===== src/rtl/muldiv_unit.sv =====
// muldiv_unit: MIPS-style HI/LO multiply/divide unit.
//   Iterative radix-2 engine: shift-add multiply and restoring divide. It takes
//   one launch edge, 32 step edges and one fix-up edge that writes HI/LO.
//   MTHI/MTLO write HI/LO directly while the unit is idle.
// Ports:
//   clk      - clock, rising edge
//   rst      - synchronous active-high reset
//   i_start  - operation request (ignored unless idle)
//   i_op     - 0 MULT, 1 MULTU, 2 DIV, 3 DIVU, 4 MTHI, 5 MTLO, 6/7 no-op
//   i_a      - rs operand (multiplicand / dividend / MTHI-MTLO source)
//   i_b      - rt operand (multiplier / divisor)
//   i_flush  - abort any in-flight operation, suppress the HI/LO write
//   o_busy   - high while an iterative operation is in flight
//   o_done   - one-cycle pulse after the HI/LO write of a mul/div
//   o_hi     - HI register
//   o_lo     - LO register
// Configuration:
//   MULDIV_FAST_MUL_EN - when defined, MULT/MULTU complete in a single cycle
//                        with a combinational multiplier. Divides are unchanged.
module muldiv_unit (
  input  logic        clk,
  input  logic        rst,
  input  logic        i_start,
  input  logic [2:0]  i_op,
  input  logic [31:0] i_a,
  input  logic [31:0] i_b,
  input  logic        i_flush,
  output logic        o_busy,
  output logic        o_done,
  output logic [31:0] o_hi,
  output logic [31:0] o_lo
);

  typedef enum logic [1:0] {IDLE, RUN, FIX} state_t;

  localparam logic [2:0] OP_MTHI = 3'd4;
  localparam logic [2:0] OP_MTLO = 3'd5;

  state_t      state_reg, state_next;
  logic [5:0]  cnt_reg;
  logic [31:0] acc_reg;   // product high half / partial remainder
  logic [31:0] q_reg;     // multiplier shifting out / quotient shifting in
  logic [31:0] m_reg;     // multiplicand or divisor magnitude
  logic        is_div_reg, neg_a_reg, neg_b_reg, div0_reg;
  logic [31:0] hi_reg, lo_reg;
  logic        done_reg;

  logic        launch, fix_write, fast_mul, mt_hi, mt_lo;

  // Operand magnitudes. Even opcodes are the signed variants.
  logic        op_signed, a_neg, b_neg;
  logic [31:0] a_mag, b_mag;
  assign op_signed = ~i_op[0];
  assign a_neg     = op_signed & i_a[31];
  assign b_neg     = op_signed & i_b[31];
  assign a_mag     = a_neg ? -i_a : i_a;
  assign b_mag     = b_neg ? -i_b : i_b;

  // Radix-2 step datapath.
  logic [32:0] mul_sum, div_shift, div_diff;
  assign mul_sum   = {1'b0, acc_reg} + (q_reg[0] ? {1'b0, m_reg} : 33'd0);
  assign div_shift = {acc_reg, q_reg[31]};
  assign div_diff  = div_shift - {1'b0, m_reg};

  // Sign fix-up. With a zero divisor the quotient is left as all ones; the
  // remainder then holds |a|, and restoring the dividend's sign yields raw a.
  logic [63:0] prod_res;
  logic [31:0] quot_res, rem_res, fix_hi, fix_lo;
  assign prod_res = (neg_a_reg ^ neg_b_reg) ? -{acc_reg, q_reg} : {acc_reg, q_reg};
  assign quot_res = (div0_reg || !(neg_a_reg ^ neg_b_reg)) ? q_reg : -q_reg;
  assign rem_res  = neg_a_reg ? -acc_reg : acc_reg;
  assign fix_hi   = is_div_reg ? rem_res  : prod_res[63:32];
  assign fix_lo   = is_div_reg ? quot_res : prod_res[31:0];

`ifdef MULDIV_FAST_MUL_EN
  logic [63:0] fast_mag, fast_prod;
  assign fast_mag  = {32'd0, a_mag} * {32'd0, b_mag};
  assign fast_prod = (a_neg ^ b_neg) ? -fast_mag : fast_mag;
`endif

  always_comb begin
    state_next = state_reg;
    launch     = 1'b0;
    fix_write  = 1'b0;
    fast_mul   = 1'b0;
    mt_hi      = 1'b0;
    mt_lo      = 1'b0;
    if (i_flush) begin
      state_next = IDLE;
    end else begin
      case (state_reg)
        IDLE: begin
          if (i_start) begin
            mt_hi = (i_op == OP_MTHI);
            mt_lo = (i_op == OP_MTLO);
            if (!i_op[2]) begin
`ifdef MULDIV_FAST_MUL_EN
              if (!i_op[1]) begin
                fast_mul = 1'b1;
              end else begin
                launch     = 1'b1;
                state_next = RUN;
              end
`else
              launch     = 1'b1;
              state_next = RUN;
`endif
            end
          end
        end
        RUN: begin
          if (cnt_reg == 6'd31) state_next = FIX;
        end
        FIX: begin
          fix_write  = 1'b1;
          state_next = IDLE;
        end
        default: state_next = IDLE;
      endcase
    end
  end

  always_ff @(posedge clk) begin
    if (rst) begin
      state_reg <= IDLE;
      cnt_reg   <= 6'd0;
      hi_reg    <= 32'd0;
      lo_reg    <= 32'd0;
      done_reg  <= 1'b0;
    end else begin
      state_reg <= state_next;
      done_reg  <= fix_write | fast_mul;
      if (i_flush || launch) cnt_reg <= 6'd0;
      else if (state_reg == RUN) cnt_reg <= cnt_reg + 6'd1;
      if (fix_write) begin
        hi_reg <= fix_hi;
        lo_reg <= fix_lo;
      end
      if (mt_hi) hi_reg <= i_a;
      if (mt_lo) lo_reg <= i_a;
`ifdef MULDIV_FAST_MUL_EN
      if (fast_mul) {hi_reg, lo_reg} <= fast_prod;
`endif
    end
  end

  // Datapath registers need no reset: they are always loaded on launch.
  always_ff @(posedge clk) begin
    if (launch) begin
      acc_reg    <= 32'd0;
      q_reg      <= i_op[1] ? a_mag : b_mag;
      m_reg      <= i_op[1] ? b_mag : a_mag;
      is_div_reg <= i_op[1];
      neg_a_reg  <= a_neg;
      neg_b_reg  <= b_neg;
      div0_reg   <= (i_b == 32'd0);
    end else if (state_reg == RUN) begin
      if (is_div_reg) begin
        if (!div_diff[32]) begin
          acc_reg <= div_diff[31:0];
          q_reg   <= {q_reg[30:0], 1'b1};
        end else begin
          acc_reg <= div_shift[31:0];
          q_reg   <= {q_reg[30:0], 1'b0};
        end
      end else begin
        acc_reg <= mul_sum[32:1];
        q_reg   <= {mul_sum[0], q_reg[31:1]};
      end
    end
  end

  assign o_busy = (state_reg != IDLE);
  assign o_done = done_reg;
  assign o_hi   = hi_reg;
  assign o_lo   = lo_reg;

endmodule


===== config.mk =====
export PLATFORM = sky130hd
export DESIGN_NAME = muldiv_unit
export DESIGN_NICKNAME = d
export VERILOG_FILES = /design/src/rtl/muldiv_unit.sv
export SDC_FILE = /design/constraint.sdc
export NUM_CORES = 1
export LEC_CHECK = 0
export ABC_CLOCK_PERIOD_IN_PS = 7800
export CAP_MARGIN = 40
export CORE_MARGIN = 10
export CORE_UTILIZATION = 36
export CTS_CLUSTER_SIZE = 16
export DETAILED_ROUTE_END_ITERATION = 10
export GPL_TIMING_DRIVEN = 0
export HOLD_SLACK_MARGIN = 0.06
export MAX_ROUTING_LAYER = met4
export SYNTH_ARGS = -nofsm -noshare
export SYNTH_HDL_FRONTEND = slang
export SYNTH_SLANG_ARGS = --single-unit

===== constraint.sdc =====
create_clock -name clk -period 7.8 [get_ports clk]
set_input_delay 1.56 -clock clk [delete_from_list [all_inputs] [get_ports clk]]
set_output_delay 1.56 -clock clk [all_outputs]
set_load 0.02 [all_outputs]

==> results.sh, run 1 <==
export IMPL_ios=137
export IMPL_worst_slack_ns=2.944
export IMPL_wl_um=59900
export IMPL_p_per_area_mw_per_mm2=193.1
export IMPL_postSynthNetCount=1874
export IMPL_grt_pass1_wl_um=88770
export IMPL_htree_num_levels=4
export IMPL_critPathBufInv=5
export IMPL_synth_cells=1732
export IMPL_final_common_cell="nor2_1"
export IMPL_pwr_share_clk_pct=26.4
export IMPL_yosysWarnings=0
export IMPL_core_mm2=0.03865
export IMPL_antenna_found_initial=0
export IMPL_cp_max_fo=32
export IMPL_synth_edf_count=68
export IMPL_critPathLaunchType="primary input"
export IMPL_synth_top_flop_cell="dfxtp_1"
export IMPL_final_core_util_pct=43.24
export IMPL_status="complete, no violations"
export IMPL_use_met1_pct=32.00
export IMPL_grt_pass1_vias=14077
export IMPL_nets=2035
export IMPL_groute_usage_overall_pct=25.38
export IMPL_use_met2_pct=40.62
export IMPL_max_slew_margin_pct=35.53
export IMPL_comb_power_share_pct=38.5
export IMPL_rsz0062_at_grt="no"
export IMPL_finalMaxSlewViolations=0
export IMPL_vias=14397
export IMPL_viasPerCell=5.939
export IMPL_max_freq_ghz=0.2059
export IMPL_clkSlewWorstSetupHoldPaths_ns=0.07
export IMPL_critPathCaptureType="register"
export IMPL_async_flop_share_pct=0
export IMPL_drt_initial_drc_count=1463
export IMPL_die_area_mm2=0.04741
export IMPL_drt_wirelength_per_cell_um=24.71
export IMPL_maxCapViolations=0
export IMPL_avgSynthCellArea_um2=8.127
export IMPL_leakage_nw=6.353
export IMPL_rows=72
export IMPL_cts_made_buffers=17
export IMPL_peakVddDrop_v=0.0001756
export IMPL_cts_path_max_buffers=2
export IMPL_p_switching_mw=1.306
export IMPL_path_common_cell="clkbuf_1"
export IMPL_worst_pin_slew_ns=0.9671
export IMPL_antenna_diode_count=0
export IMPL_die_w_um=217.7
export IMPL_hold_path_class="reg2reg"
export IMPL_hold_viol=0
export IMPL_pre_cts_ws_ns=2.525
export IMPL_initial_utilization_pct=36.42
export IMPL_grt_busiest_layer="met2"
export IMPL_swShare_pct=40.47
export IMPL_use_met3_pct=3.523
export IMPL_ctsRootBufferMaster="clkbuf_16"
export IMPL_sequentialPowerShare_pct=35.2
export IMPL_post_route_min_period_ns=4.856
export IMPL_setup_viol=0
export IMPL_period_share_pct=62.26
export IMPL_ctsHoldBuffers=0
export IMPL_crit_chain="clkdlybuf4s50_1 > nand2b_1 > or3_1 > clkbuf_1 > clkinv_1 > nor2_1 > clkbuf_1 > inv_2"
export IMPL_mostFrequentLayoutCells="179 x nor2_1, 174 x a21oi_1, 156 x nand2_1, 135 x clkdlybuf4s50_1, 106 x xnor2_1"
export IMPL_die_h_um=217.7
export IMPL_cp_slowest_stage_delay_ns=0.68
export IMPL_gp_congestion=0.9828
export IMPL_cp_slowest_cell="clkbuf_1"
export IMPL_post_cts_repair_setup_buffers=0
export IMPL_clk_latency_ns=0.46
export IMPL_drc_errors=0
export IMPL_ys_seq_area_share_pct=29.44
export IMPL_overflow=0
export IMPL_area_delta_synth_final_pct=18.71
export IMPL_critPathKind="in2reg"
export IMPL_ant_nets=0
export IMPL_firstDrtPassIters=6
export IMPL_hpwl_um=47950
export IMPL_yosysUniqueCellTypes=83
export IMPL_synth_seq_cells=173
export IMPL_whs_ns=0.4662
export IMPL_drive_gt1_share_pct=4.407
export IMPL_cp_top_family="buffers and inverters"
export IMPL_cts_tree="built"
export IMPL_final_setup_skew_ns=0.01387
export IMPL_cts_sinks=173
export IMPL_cts_resized_gates=0
export IMPL_arrival_ns=4.91
export IMPL_setup_tns_ns=0
export IMPL_io_buffers=135
export IMPL_syn_area_mm2=0.01408
export IMPL_total_power_mw=3.227
export IMPL_grt_max_degree=35
export IMPL_cp_required_ns=7.86
export IMPL_p_int_mw=1.921
[cell usage after synthesis (11+ instances only)]
master	n	area share, %
a2111oi_0	17	1.1
a211oi_1	14	0.75
a21o_1	28	1.5
a21oi_1	174	6.2
a22oi_1	47	2.5
a31oi_1	15	0.67
clkbuf_1	75	2.0
dfxtp_1	105	15
edfxtp_1	68	15
ha_1	69	6.1
inv_1	72	1.9
mux2i_1	86	6.1
nand2_1	156	4.2
nand2b_1	22	0.98
nand3_1	30	1.1
nand4_1	11	0.49
nor2_1	179	4.8
nor2b_1	12	0.53
nor3_1	29	1.0
nor4_1	13	0.58
o211ai_1	16	0.85
o21ai_0	82	2.9
o21ai_1	20	0.71
o22ai_1	20	0.89
o31ai_1	18	0.96
o41ai_1	13	0.81
or3_1	19	0.84
xnor2_1	106	6.6
xor2_1	70	4.4
[routing by layer]
layer  wire length (µm)  share of wire, %  vias up
met5                  0                 0        -
met2              28130                47      652
met4               2081               3.5        0
li1                   -                 -     6650
met1              25250                42     6968
met3               4443               7.4      127
[power by group through the flow]
stage                     clock [mW]  sequential [mW]  combinational, mW
after floorplan                    0             1.10              0.859
after global routing           0.894             1.14               1.35
after global placement             0             1.15               1.21
after CTS                      0.857             1.13               1.22
final                          0.851             1.13               1.24
after detailed placement           0             1.15               1.21
[final timing paths]
check	cells past startpoint	endpoint	slack, ns	start
max	8	q_reg[23]	2.94	i_op[2]
min	2	o_lo[0]	0.47	o_lo[0]
max reg2reg	13	o_hi[24]	3.22	q_reg[0]
min reg2reg	2	o_lo[0]	0.47	o_lo[0]
[area by class of cell]
type                            count  area, µm²
Timing Repair Buffer              142       1436
Clock buffer                       19      442.9
Tap cell                          518      648.1
Multi-Input combinational cell   1392       9268
Sequential cell                   173       4144
Buffer                             94      391.6
Inverter                           73      274.0
Fill cell                        3915      21940
Clock inverter                     13      105.1
[through the flow]
stage	std cells	instance area (µm²)
finish	2424	16710
global route	2424	16710
CTS	2424	16710
detailed placement	2392	16160
global placement	2385	16080
floorplan	1732	14080
[worst reg2reg max path, cell delays in order (launching register included)]
cell and delay (ns):
edfxtp_1 0.51, inv_1 0.29, clkbuf_1 0.65, ha_1 0.31
nand2b_1 0.11, nor4_2 0.73, and3_1 0.46, a21oi_2 0.20
nor3_4 0.35, nand2_1 0.12, o31ai_1 0.28, xnor2_1 0.19
nand2_1 0.13, a21oi_1 0.18
[cells by family (layout without fill, tap and decap cells)]
logic type | after synthesis | count (layout) | share of synthesized area, %
compound gates | 537 | 537 | 24.75
xor+xnor | 176 | 176 | 10.95
flops | 173 | 173 | 29.44
buf+inv | 167 | 341 | 4.720
mux | 89 | 89 | 6.382
simple gates | 519 | 519 | 17.34
fa+ha+maj | 71 | 71 | 6.418
No activity file was read; power rests on OpenSTA's default activity.
==> inputs of run 2 (changes only) <==
Settings changed: ABC_CLOCK_PERIOD_IN_PS 7800 to 4850.
Clock period 7.8 ns to 4.85 ns, I/O delays scaled along.
==> run 2 against run 1 <==
Net effect: total power rose by 61%; non-clock buffer count stayed put; sequential power rose by 62%; final cell count stayed put; largest cell class unchanged; flip-flop and latch count is the same; cell area stayed put; highest routed layer unchanged.
==> results.sh, run 2 (synthesis gave the netlist of run 1 again) <==
export IMPL_status="complete, no violations"
export IMPL_drt_wirelength_per_cell_um=24.73
export IMPL_swShare_pct=40.49
export IMPL_clk_latency_ns=0.47
export IMPL_arrival_ns=4.98
export IMPL_pwr_share_clk_pct=26.3
export IMPL_p_int_mw=3.089
export IMPL_cts_made_buffers=17
export IMPL_drt_initial_drc_count=1470
export IMPL_grt_pass1_vias=14072
export IMPL_ctsRootBufferMaster="clkbuf_16"
export IMPL_final_area_mm2=0.01671
export IMPL_peakVddDrop_v=0.0002858
export IMPL_leakage_nw=6.353
export IMPL_path_common_cell="nand2_1"
export IMPL_mostFrequentLayoutCells="179 x nor2_1, 174 x a21oi_1, 156 x nand2_1, 135 x clkdlybuf4s50_1, 106 x xnor2_1"
export IMPL_nets=2035
export IMPL_critPathCaptureType="register"
export IMPL_hold_path_class="reg2reg"
export IMPL_groute_usage_overall_pct=25.38
export IMPL_cts_sinks=173
export IMPL_die_w_um=217.7
export IMPL_grt_pass1_wl_um=88750
export IMPL_hold_viol=0
export IMPL_overflow=0
export IMPL_die_h_um=217.7
export IMPL_ios=137
export IMPL_die_area_mm2=0.04741
export IMPL_cts_resized_gates=0
export IMPL_initial_utilization_pct=36.42
export IMPL_clkSlewWorstSetupHoldPaths_ns=0.08
export IMPL_worst_pin_slew_ns=0.9651
export IMPL_sequentialPowerShare_pct=35.2
export IMPL_max_freq_ghz=0.2179
export IMPL_antenna_diode_count=0
export IMPL_p_per_area_mw_per_mm2=310.7
export IMPL_drc_errors=0
export IMPL_post_cts_repair_setup_buffers=0
export IMPL_dp_cells=2392
export IMPL_maxCapViolations=0
export IMPL_cts_path_max_buffers=2
export IMPL_crit_chain="inv_1 > clkbuf_1 > ha_1 > nand2b_1 > nor4_2 > and3_1 > a21oi_2 > nor3_4 > nand2_1 > o31ai_1 > xnor2_1 > nand2_1 > a21oi_1"
export IMPL_vias=14387
export IMPL_cp_required_ns=5.24
export IMPL_viasPerCell=5.935
export IMPL_use_met1_pct=32.00
export IMPL_rows=72
export IMPL_cp_max_fo=10
export IMPL_drive_gt1_share_pct=4.407
export IMPL_rsz0062_at_grt="no"
export IMPL_post_dp_cell_area_mm2=0.01616
export IMPL_grt_busiest_layer="met2"
export IMPL_comb_power_share_pct=38.5
export IMPL_critPathKind="reg2reg"
export IMPL_ant_nets=0
export IMPL_setup_viol=0
export IMPL_final_setup_skew_ns=0.01565
export IMPL_critPathLaunchType="register"
export IMPL_cp_slowest_cell="nor4_2"
export IMPL_final_cell_count_no_fill=2424
export IMPL_critPathBufInv=2
export IMPL_grt_max_degree=35
export IMPL_wl_um=59940
export IMPL_use_met2_pct=40.59
export IMPL_firstDrtPassIters=6
export IMPL_htree_num_levels=4
export IMPL_total_power_mw=5.191
export IMPL_io_buffers=135
export IMPL_finalMaxSlewViolations=0
export IMPL_ctsHoldBuffers=0
export IMPL_p_switching_mw=2.102
export IMPL_area_delta_synth_final_pct=18.71
export IMPL_cp_slowest_stage_delay_ns=0.77
export IMPL_cts_tree="built"
export IMPL_post_route_min_period_ns=4.589
export IMPL_max_slew_margin_pct=35.66
export IMPL_use_met3_pct=3.509
export IMPL_antenna_found_initial=0
export IMPL_final_common_cell="nor2_1"
export IMPL_gp_congestion=0.9828
export IMPL_period_share_pct=94.62
export IMPL_core_mm2=0.03865
export IMPL_hpwl_um=47950
export IMPL_cp_top_family="simple AND/OR/NAND/NOR gates"
[run 2: cell counts in the layout (fill, tap and decap cells not counted)]
Identical to the previous run, type by type.
[run 2: path summary, 6_finish.rpt]
check | start | to | slack, ns | cells past startpoint
max reg2reg | q_reg[0] | o_hi[24] | 0.26 | 13
min reg2reg | o_lo[0] | o_lo[0] | 0.47 | 2
min | o_lo[0] | o_lo[0] | 0.47 | 2
max | q_reg[0] | o_hi[24] | 0.26 | 13
[run 2: power by group through the flow]
stage                     Sequential, mW  Clock [mW]  Combinational (mW)
after floorplan                     1.77           0                1.38
after global placement              1.85           0                1.94
after detailed placement            1.85           0                1.95
after CTS                           1.82        1.38                1.96
after global routing                1.83        1.44                2.17
final                               1.83        1.37                2.00
[run 2: final cells by class]
class | instances | area [µm²]
fillers | 3915 | 21940
multi-input cells | 1392 | 9268
flip-flops and latches | 173 | 4144
repair buffers | 142 | 1436
well taps | 518 | 648.1
clock buffers | 19 | 442.9
plain buffers | 94 | 391.6
inverters | 73 | 274.0
clock inverters | 13 | 105.1
[run 2: worst register-to-register path: cells and delay by family, from the launching register on]
kind            cells  cell delay [ns]
flops               1             0.52
xor+xnor            1             0.19
compound gates      3             0.66
fa+ha+maj           1             0.31
buf+inv             2             0.91
simple gates        6             1.95
[run 2: per-stage QoR]
step,util (%),hold slack (ns),TNS [ns],setup WS (ns)
floorplan,-,0.4537,0,1.407
global placement,41.60,0.4425,-8.351,-0.2650
detailed placement,41.82,0.4504,0,0.1648
CTS,43.24,0.4677,0,0.4232
global route,43.24,0.4820,0,0.1295
finish,43.24,0.4652,0,0.2607
[run 2: layer usage]
layer	part of all wire, %	vias to the layer above	routed length [µm]
met5	0	-	0
met4	3.6	0	2131
met3	7.3	129	4385
met2	47	674	28030
met1	42	6937	25400
li1	-	6647	-
